--- src/rtl/node_burst_reader_pkg.sv ---
// Shared constants for the node burst reader: burst geometry, node word
// width and the FSM state encoding.
package node_burst_reader_pkg;

    localparam int BURST_LEN = 32;   // 16-bit beats per node word
    localparam int BEAT_W    = 16;   // width of one read beat
    localparam int NODE_W    = 512;  // assembled node word width
    localparam int CNT_W     = 6;    // beat counter / burstcount width
    localparam int ALIGN_W   = 6;    // node words are 64-byte aligned

    typedef enum logic [1:0] {
        ST_IDLE = 2'd0,
        ST_REQ  = 2'd1,
        ST_RECV = 2'd2,
        ST_OUT  = 2'd3
    } state_t;

endpackage

--- src/rtl/node_burst_reader.sv ---
// Node burst reader: accepts a byte address, issues one Avalon-MM burst
// read of a 64-byte aligned node word, assembles the 16-bit beats into a
// 512-bit word and presents it on a valid/ready stream. One burst is in
// flight at a time; beats arriving outside a receive window are dropped
// and flagged on the sticky stray_beat output.
module node_burst_reader #(
    parameter int BURST_LEN = node_burst_reader_pkg::BURST_LEN,
    parameter int ADDR_W    = 26
) (
    input  logic                                  clk,
    input  logic                                  reset,
    input  logic [ADDR_W-1:0]                     asi_addr_data,
    input  logic                                  asi_addr_valid,
    output logic                                  asi_addr_ready,
    output logic [ADDR_W-1:0]                     avm_node_address,
    output logic                                  avm_node_read,
    output logic [5:0]                            avm_node_burstcount,
    input  logic                                  avm_node_waitrequest,
    input  logic [15:0]                           avm_node_readdata,
    input  logic                                  avm_node_readdatavalid,
    output logic [node_burst_reader_pkg::NODE_W-1:0] aso_node_data,
    output logic                                  aso_node_valid,
    input  logic                                  aso_node_ready,
    output logic                                  busy,
    output logic                                  stray_beat
);

    import node_burst_reader_pkg::*;

    localparam logic [ADDR_W-1:0] ALIGN_MASK = ~ADDR_W'((1 << ALIGN_W) - 1);
    localparam logic [CNT_W-1:0]  LAST_BEAT  = CNT_W'(BURST_LEN - 1);

    state_t             state;
    state_t             state_next;
    logic [ADDR_W-1:0]  addr;
    logic [CNT_W-1:0]   beat_cnt;
    logic [NODE_W-1:0]  node_word;
    logic               accept;
    logic               beat_take;
    logic               beat_last;

    // A beat is consumed while receiving, and also in the very cycle the
    // read command is accepted (a slave may return data that early).
    always_comb begin
        accept    = (state == ST_IDLE) && asi_addr_valid;
        beat_take = avm_node_readdatavalid &&
                    ((state == ST_RECV) ||
                     ((state == ST_REQ) && !avm_node_waitrequest));
        beat_last = (beat_cnt == LAST_BEAT);
    end

    // Next-state decode for the request/receive/output sequence.
    always_comb begin
        state_next = state;
        case (state)
            ST_IDLE: begin
                if (asi_addr_valid) begin
                    state_next = ST_REQ;
                end
            end
            ST_REQ: begin
                if (!avm_node_waitrequest) begin
                    state_next = (beat_take && beat_last) ? ST_OUT : ST_RECV;
                end
            end
            ST_RECV: begin
                if (beat_take && beat_last) begin
                    state_next = ST_OUT;
                end
            end
            ST_OUT: begin
                if (aso_node_ready) begin
                    state_next = ST_IDLE;
                end
            end
            default: state_next = ST_IDLE;
        endcase
    end

    // State register.
    always_ff @(posedge clk) begin
        if (reset) begin
            state <= ST_IDLE;
        end else begin
            state <= state_next;
        end
    end

    // Latch the aligned request address; it stays stable through the burst.
    always_ff @(posedge clk) begin
        if (reset) begin
            addr <= '0;
        end else if (accept) begin
            addr <= asi_addr_data & ALIGN_MASK;
        end
    end

    // Beat counter advances only on accepted beats and restarts per burst.
    always_ff @(posedge clk) begin
        if (reset) begin
            beat_cnt <= '0;
        end else if (accept) begin
            beat_cnt <= '0;
        end else if (beat_take) begin
            beat_cnt <= beat_last ? '0 : beat_cnt + 1'b1;
        end
    end

    // Indexed beat assembly; the word is untouched once in OUT.
    always_ff @(posedge clk) begin
        if (reset) begin
            node_word <= '0;
        end else if (beat_take) begin
            node_word[BEAT_W*beat_cnt +: BEAT_W] <= avm_node_readdata;
        end
    end

    // Sticky flag for beats that arrive with no receive window open.
    always_ff @(posedge clk) begin
        if (reset) begin
            stray_beat <= 1'b0;
        end else if (avm_node_readdatavalid && !beat_take) begin
            stray_beat <= 1'b1;
        end
    end

    // Output decode from the registered state.
    always_comb begin
        asi_addr_ready      = (state == ST_IDLE);
        avm_node_read       = (state == ST_REQ);
        avm_node_address    = addr;
        avm_node_burstcount = 6'(BURST_LEN);
        aso_node_valid      = (state == ST_OUT);
        aso_node_data       = node_word;
        busy                = (state != ST_IDLE);
    end

endmodule
--- config.mk ---
export PLATFORM = sky130hd
export DESIGN_NAME = node_burst_reader
export DESIGN_NICKNAME = d
export VERILOG_FILES = /design/src/rtl/node_burst_reader_pkg.sv /design/src/rtl/node_burst_reader.sv
export SDC_FILE = /design/constraint.sdc
export NUM_CORES = 1
export LEC_CHECK = 0
export ABC_AREA = 1
export ABC_CLOCK_PERIOD_IN_PS = 4500
export CAP_MARGIN = 10
export CORE_AREA = 2 2 234 236
export CTS_CLUSTER_DIAMETER = 50
export CTS_CLUSTER_SIZE = 12
export DETAILED_ROUTE_END_ITERATION = 6
export DIE_AREA = 0 0 236 238
export PLACE_DENSITY_LB_ADDON = 0.3
export SLEW_MARGIN = 30
export SYNTH_ARGS = -nofsm -noshare
export SYNTH_HDL_FRONTEND = slang
export SYNTH_SLANG_ARGS = --single-unit
--- constraint.sdc ---
create_clock -name clk -period 4.5 [get_ports clk]
set_clock_uncertainty 0.15 [all_clocks]
set_input_delay 0.9 -clock clk [delete_from_list [all_inputs] [get_ports clk]]
set_output_delay 0.9 -clock clk [all_outputs]
set_load 0.005 [all_outputs]
==> metrics.md, run 1 <==
| Metric | Value |
|---|---|
| I/O Pins | 597 |
| Root buffer cell | clkbuf_16 |
| Post-Syn Area | 24100 µm² |
| I/O Buffers | 578 |
| Worst Tran Pin Value | 0.907 ns |
| Sequential element share of the synthesized area | 0.450 |
| Util after Layout | 0.601 |
| Share of cells above drive strength 1 | 0.0477 |
| Final setup TNS | 0 ns |
| CTS tree | done |
| Largest net degree at the start of global routing | 133 |
| Synth Area in Simple Gates | 0.379 |
| Worst Hold Class | flip-flop to flip-flop |
| Setup bufs post-CTS | 0 |
| Gr usage total | 0.300 |
| Crit path required time | 4.91 ns |
| Initial antenna violation count | 6 |
| Capturing element type of the critical path | flip-flop |
| CTS Hold Bufs | 0 |
| First drt pass iteration count | 5 |
| Max H-tree Level | 2 |
| Chip width | 236 µm |
| Clock Sink Count | 541 |
| # rows | 85 |
| Cts repair resizes | 0 |
| Fmax | 0.263 GHz |
| Synth Area in Compound Gates | 0.0514 |
| GP Congestion | 0.890 |
| Total congestion overflow | 0 |
| Routed WL | 87.6 mm |
| Status | complete, no violations |
| Cell Pwr Density | 372 nW/µm² |
| Routed wire per std cell | 17.7 µm |
| Core ar. | 53500 µm² |
| Antenna Nets Post-Route | 0 |
| Global-route wire length before repair | 130 mm |
| Largest family of logic cells by synthesized area | simple AND/OR/NAND/NOR gates |
| Final setup vio count | 0 |
| Via/cell ratio | 4.92 |
| CP Class | flip-flop to flip-flop |
| Worst skew pair latency | 0.63 ns |
| CP Data Arrival Time | 4.21 ns |
| HPWL after DPL | 61.9 mm |
| Starting DRT DRC Count | 2090 |
| Synth Area in XOR/XNOR | 0 |
| Cell breakdown of the critical path | inv_1, ha_1, inv_2, nor2_4, nand4_2, nor2_2, nand3_2, nand2_1, inv_1, nor2_1 |
| LEAKAGE | 14.3 nW |
| Adder-cell share of the synthesized area | 0.00364 |
| Max stage delay on crit path | 0.75 ns |
| RSZ-0062 raised after global routing | no |
| Crit-path slowest cell | nor2_2 |
| Worst-path clk slew | 0.06 ns |
| DP Worst Slack | 0.652 ns |
| Starting density of the core | 0.450 |
| Max-cap violation count | 0 |
| CTS Buf Count | 61 |
| DIE AREA | 56200 µm² |
| Non-filler cells, final | 4952 |
| Worst setup SP type | flip-flop |
| Placed instance area | 30200 µm² |
| Setup WS post-layout | 0.700 ns |
| Slew Limit Fails | 0 |
| Cell count after synthesis | 3760 |
| Period minus WS final | 3.80 ns |
| Final instance area | 32100 µm² |
| Clock Tree Buf Depth | 3 |
| Inst Count DP | 4853 |
| Number of global-route vias before repair | 21663 |
| Hold Violations, Final | 0 |
| Via Count | 24378 |
| Rel. slew slack | 0.396 |
| Die height | 238 µm |
| Final period util | 0.844 |
| Area Overhead vs Synth | 33.4% |
| Max FO, Critical Path | 22 |
| Drt drc | 0 |
| Yosys warnings | 0 |
| Cell mode on critical path | inv_1 |
| Avg Inst Size Synth | 6.40 µm² |
| Unique masters post-synth | 31 |
| Final net count | 4275 |
| Mux cell area share after synthesis | 0 |
| #FFs+latches synth | 541 |
| IR drop worst, VDD | 0.279 mV |
## metal layers
layer | GRT usage | up-vias | routed length, µm
met2 | 0.480 | 977 | 39000
met4 | 0.127 | 4 | 4050
met5 | 0 | - | 33
li1 | - | 12214 | -
met1 | 0.382 | 10984 | 36500
met3 | 0.0806 | 199 | 8010
## path summary, 6_finish.rpt
| kind | from | endpoint | slack [ns] | depth (start not counted) |
|---|---|---|---|---|
| min | stray_beat | stray_beat | 0.32 | 1 |
| min reg2reg | stray_beat | stray_beat | 0.32 | 1 |
| max | beat_cnt[1] | aso_node_data[353] | 0.70 | 10 |
| max reg2reg | beat_cnt[1] | aso_node_data[353] | 0.70 | 10 |
## Yosys cell counts, drive strengths merged
master / n / share of area
nand2: 903 / 0.14
dfxtp: 541 / 0.45
o21ai: 174 / 0.036
clkinv: 1 / 0.00016
nand4: 76 / 0.020
o21bai: 1 / 0.00031
o22ai: 1 / 0.00026
nor3: 64 / 0.013
o21a: 2 / 0.00062
conb: 2 / 0.00031
a211oi: 1 / 0.00031
nand3: 120 / 0.027
clkbuf: 104 / 0.016
ha: 7 / 0.0036
a21oi: 66 / 0.014
or2: 1 / 0.00026
nor2: 1110 / 0.18
inv: 448 / 0.070
buf: 138 / 0.030
## registers in the layout (all words and copies together), names as in the netlist
signal            cells
aso_node_data       512
avm_node_address     20
beat_cnt              6
state                 2
stray_beat            1
## where the power goes
| part | internal, W | total [W] | switching (W) |
|---|---|---|---|
| clock network | 0.00285 | 0.00491 | 0.00207 |
| logic | 0.000530 | 0.00211 | 0.00158 |
| registers | 0.00489 | 0.00494 | 0.0000527 |
| total | 0.00826 | 0.0120 | 0.00370 |
## logic make-up (layout without fill, tap and decap cells)
group,count (synthesis),in the layout
and+or+nand+nor,2274,2274
other,2,16
buffers and inverters,691,1173
DFF,541,541
AOI/OAI and AO/OA,245,245
adders and majority gates,7,7
## placed cells by master, fill, tap and decap left out, types with 2 or more instances in the layout
cell and instances:
nor2_4 8, inv_2 18, ha_1 7, nand2_1 892, inv_1 427, nand2_2 9, nor3_1 63, bufinv_16 4
o21a_1 2, clkbuf_16 63, a21oi_1 66, nand2_4 2, diode_2 4, o21ai_0 150, clkinv_4 3, clkdlybuf4s50_1 578
nand3_1 112, clkbuf_1 6, dfxtp_1 540, nor2_2 10, buf_12 8, inv_8 4, conb_1 12, clkbuf_8 5
nand4_1 75, nor2_1 1091, inv_6 4, nand3_2 8, inv_4 2, o21ai_1 24, buf_4 43, clkinv_2 3
clkinvlp_4 4
## layout make-up
type / instances / area, µm²
flip-flops and latches: 541 / 10800
repair buffers: 629 / 6270
multi-input cells: 2538 / 10500
well taps: 696 / 871
clock buffers: 74 / 1670
clock inverters: 21 / 260
inverters: 449 / 1700
fillers: 5034 / 21400
diodes: 4 / 10.0
## through the flow
step,hold WS (ns),total power (W)
after floorplan,0.312,0.00634
after global placement,0.303,0.00711
after detailed placement,0.307,0.00712
after CTS,0.316,0.0120
after global routing,0.328,0.0124
final,0.316,0.0120
## worst max-delay path, delay by kind of cell (launching register included)
family	cells	cell delay, ns
flip-flops	1	0.36
AND/OR/NAND/NOR	6	2.02
buffers and inverters	3	0.50
adder cells (fa/ha/maj)	1	0.68
Note: power is estimated with default switching activity, not from simulation.
==> inputs of run 2 (changes only) <==
- ABC_CLOCK_PERIOD_IN_PS: 4500 -> 3300
- CORE_AREA: 2 2 234 236 -> default
- CORE_UTILIZATION: default -> 45
- DIE_AREA: 0 0 236 238 -> default
- clock period: 4.5 -> 3.3 ns (I/O delays scaled with it)
==> metrics.md, run 2 (synthesis results as in run 1) <==
| Metric | Value |
|---|---|
| Status | complete, but fails checks (was complete, no violations) |
| Failing checks | design-rule violations |
| Sequential Power Share | 0.420 (was 0.413) |
| CP Class | flip-flop to flip-flop (unchanged) |
| Largest register FFs | 512 (unchanged) |
| CTS Hold Bufs | 0 (unchanged) |
| Final net count | 4306 (was 4275) |
| Switch share | 0.311 (was 0.309) |
| Capturing element type of the critical path | flip-flop (unchanged) |
| Chip width | 233 µm (was 236 µm) |
| Rel. slew slack | 0.471 (was 0.396) |
| DIE AREA | 54400 µm² (was 56200 µm²) |
| Drt drc | 60 (was 0) |
| Max FO, Critical Path | 23 (was 22) |
| Hold wc startpoint | aso_node_data[266] (was stray_beat) |
| Final instance area | 32200 µm² (was 32100 µm²) |
| Met3 routed WL | 8.16 mm (was 8.01 mm) |
| Final setup TNS | 0 ns (unchanged) |
| Reg2Reg Setup Slack | 0.33 ns (was 0.70 ns) |
| Total power | 0.0160 W (was 0.0120 W) |
| I/O Pins | 597 (unchanged) |
| Worst setup SP type | flip-flop (unchanged) |
| Non-filler cells, final | 4967 (was 4952) |
| # rows | 84 (was 85) |
| Cell breakdown of the critical path | inv_1, ha_1, nand2_2, inv_2, nor2_4, buf_4, nand2_1, nor2_2, nand2_2, inv_2, nor2_1, nor2_1 (was inv_1, ha_1, inv_2, nor2_4, nand4_2, nor2_2, nand3_2, nand2_1, inv_1, nor2_1) |
| Starting DRT DRC Count | 2265 (was 2090) |
| CP delay by family, top | simple AND/OR/NAND/NOR gates (unchanged) |
| Hold Violations, Final | 0 (unchanged) |
| R2r startpoint | beat_cnt[1] (unchanged) |
| Max layer used | met5 (unchanged) |
| Total congestion overflow | 0 (unchanged) |
| Routed WL | 87.4 mm (was 87.6 mm) |
| Worst Hold Class | flip-flop to flip-flop (unchanged) |
| Internal | 0.0110 W (was 0.00826 W) |
| Combinational share of power | 0.189 (was 0.176) |
| Commonest non-fill, non-tap cell in the layout | nor2_1 (unchanged) |
| Cell Pwr Density | 497 nW/µm² (was 372 nW/µm²) |
| Initial antenna violation count | 2 (was 6) |
| Slew Limit Fails | 0 (unchanged) |
| Crit-path slowest cell | buf_4 (was nor2_2) |
| Starting density of the core | 0.456 (was 0.450) |
| Max-cap violation count | 0 (unchanged) |
| Clock power share | 0.391 (was 0.411) |
| Cts repair resizes | 0 (unchanged) |
| Worst Tran Pin Value | 0.793 ns (was 0.907 ns) |
| Largest net degree at the start of global routing | 91 (was 133) |
| WHS | 0.316 ns (about the same) |
| Buffers & Inverters on Critical Path | 4 (was 3) |
| Number of global-route vias before repair | 21576 (was 21663) |
| Final period util | 0.899 (was 0.844) |
| CTS Buf Count | 58 (was 61) |
| Via Count | 24364 (was 24378) |
| I/O Buffers | 578 (unchanged) |
| HPWL after DPL | 62.2 mm (was 61.9 mm) |
| Worst Hold End | aso_node_data[266] (was stray_beat) |
| Gr usage total | 0.312 (was 0.300) |
| Share of cells above drive strength 1 | 0.0535 (was 0.0477) |
| Hold Path Stages | 2 (was 1) |
| CTS tree | done (unchanged) |
| Most frequent cells in the layout | nor2_1, nand2_1, clkdlybuf4s50_1 (unchanged) |
| Clock Tree Buf Depth | 3 (unchanged) |
| Post-Route M1 WL | 36.5 mm (about the same) |
| Worst-path clk slew | 0.06 ns (about the same) |
| LEAKAGE | 14.4 nW (was 14.3 nW) |
| RSZ-0062 raised after global routing | no (unchanged) |
| Die height | 233 µm (was 238 µm) |
| Core ar. | 52800 µm² (was 53500 µm²) |
| Crit path required time | 3.71 ns (was 4.91 ns) |
| Antenna Nets Post-Route | 0 (unchanged) |
| Via/cell ratio | 4.91 (was 4.92) |
| Worst skew pair latency | 0.61 ns (was 0.63 ns) |
| Global-route wire length before repair | 129 mm (was 130 mm) |
| Placed instance area | 30500 µm² (was 30200 µm²) |
| IR drop worst, VDD | 0.402 mV (was 0.279 mV) |
| Setup bufs post-CTS | 0 (unchanged) |
| Area Overhead vs Synth | 33.9% (was 33.4%) |
| Total net switching power | 0.00499 W (was 0.00370 W) |
| GP Congestion | 0.893 (was 0.890) |
| Reg-to-reg endpoint | aso_node_data[195] (was aso_node_data[353]) |
| Clock Sink Count | 541 (unchanged) |
| Routed wire per std cell | 17.6 µm (was 17.7 µm) |
| Max H-tree Level | 2 (unchanged) |
| CP Data Arrival Time | 3.37 ns (was 4.21 ns) |
| Root buffer cell | clkbuf_16 (unchanged) |
| Final setup vio count | 0 (unchanged) |
| Inst Count DP | 4879 (was 4853) |
| First drt pass iteration count | 7 (was 5) |
| Period minus WS final | 2.97 ns (was 3.80 ns) |
| Max stage delay on crit path | 0.37 ns (was 0.75 ns) |
| R2R depth | 12 (was 10) |
| Met2 wire length | 39.5 mm (was 39.0 mm) |
| Fmax | 0.337 GHz (was 0.263 GHz) |
[run 2: cell count changes in the layout (fill, tap and decap cells not counted), moves of 2 or more]
cell / previous run / this run
buf_12: 8 / 12
buf_4: 43 / 73
bufinv_16: 4 / 2
clkbuf_16: 63 / 61
clkinv_2: 3 / 7
clkinvlp_4: 4 / 2
diode_2: 4 / 1
inv_8: 4 / 2
[run 2: per-layer routing]
layer,track usage,up-vias
met2,0.496,994
met4,0.119,2
li1,-,12267
met3,0.0869,169
met1,0.399,10932
met5,0,-
[run 2: area by class of cell]
| cell class | instances | area (µm²) |
|---|---|---|
| Timing Repair Buffer | 663 | 6570 |
| Tap cell | 688 | 861 |
| Multi-Input combinational cell | 2538 | 10500 |
| Inverter | 449 | 1700 |
| Clock buffer | 70 | 1600 |
| Sequential cell | 541 | 10800 |
| Antenna cell | 1 | 2.50 |
| Fill cell | 4852 | 20500 |
| Clock inverter | 17 | 165 |
[run 2: worst min-delay path, stage by stage (launching register included)]
cell and delay [ns]:
dfxtp_1 0.31, nand2_1 0.06, a21oi_1 0.05
[run 2: how the worst max path moves through the flow]
stage / startpoint / end / slack, ns / cells past startpoint
after floorplan: beat_cnt[0] / aso_node_data[236] / 0.90 / 14
final: beat_cnt[1] / aso_node_data[195] / 0.33 / 12
after global routing: beat_cnt[1] / aso_node_data[193] / 0.1 / 12
after detailed placement: avm_node_waitrequest / aso_node_data[163] / 0.14 / 10
after global placement: avm_node_waitrequest / aso_node_data[217] / 0.19 / 11
after CTS: beat_cnt[1] / aso_node_data[202] / 0.37 / 12
[run 2: power groups by stage]
stage,Clock [W],Combinational [W],Sequential (W)
global placement,0,0.00295,0.00688
detailed placement,0,0.00295,0.00689
floorplan,0,0.00176,0.00689
CTS,0.00633,0.00296,0.00674
finish,0.00626,0.00303,0.00674
global route,0.00660,0.00325,0.00676
[run 2: through the flow]
| stage | util | setup WS, ns |
|---|---|---|
| detailed placement | 0.578 | 0.144 |
| global placement | 0.578 | 0.193 |
| floorplan | - | 0.901 |
| CTS | 0.611 | 0.371 |
| global route | 0.611 | 0.0997 |
| finish | 0.611 | 0.334 |
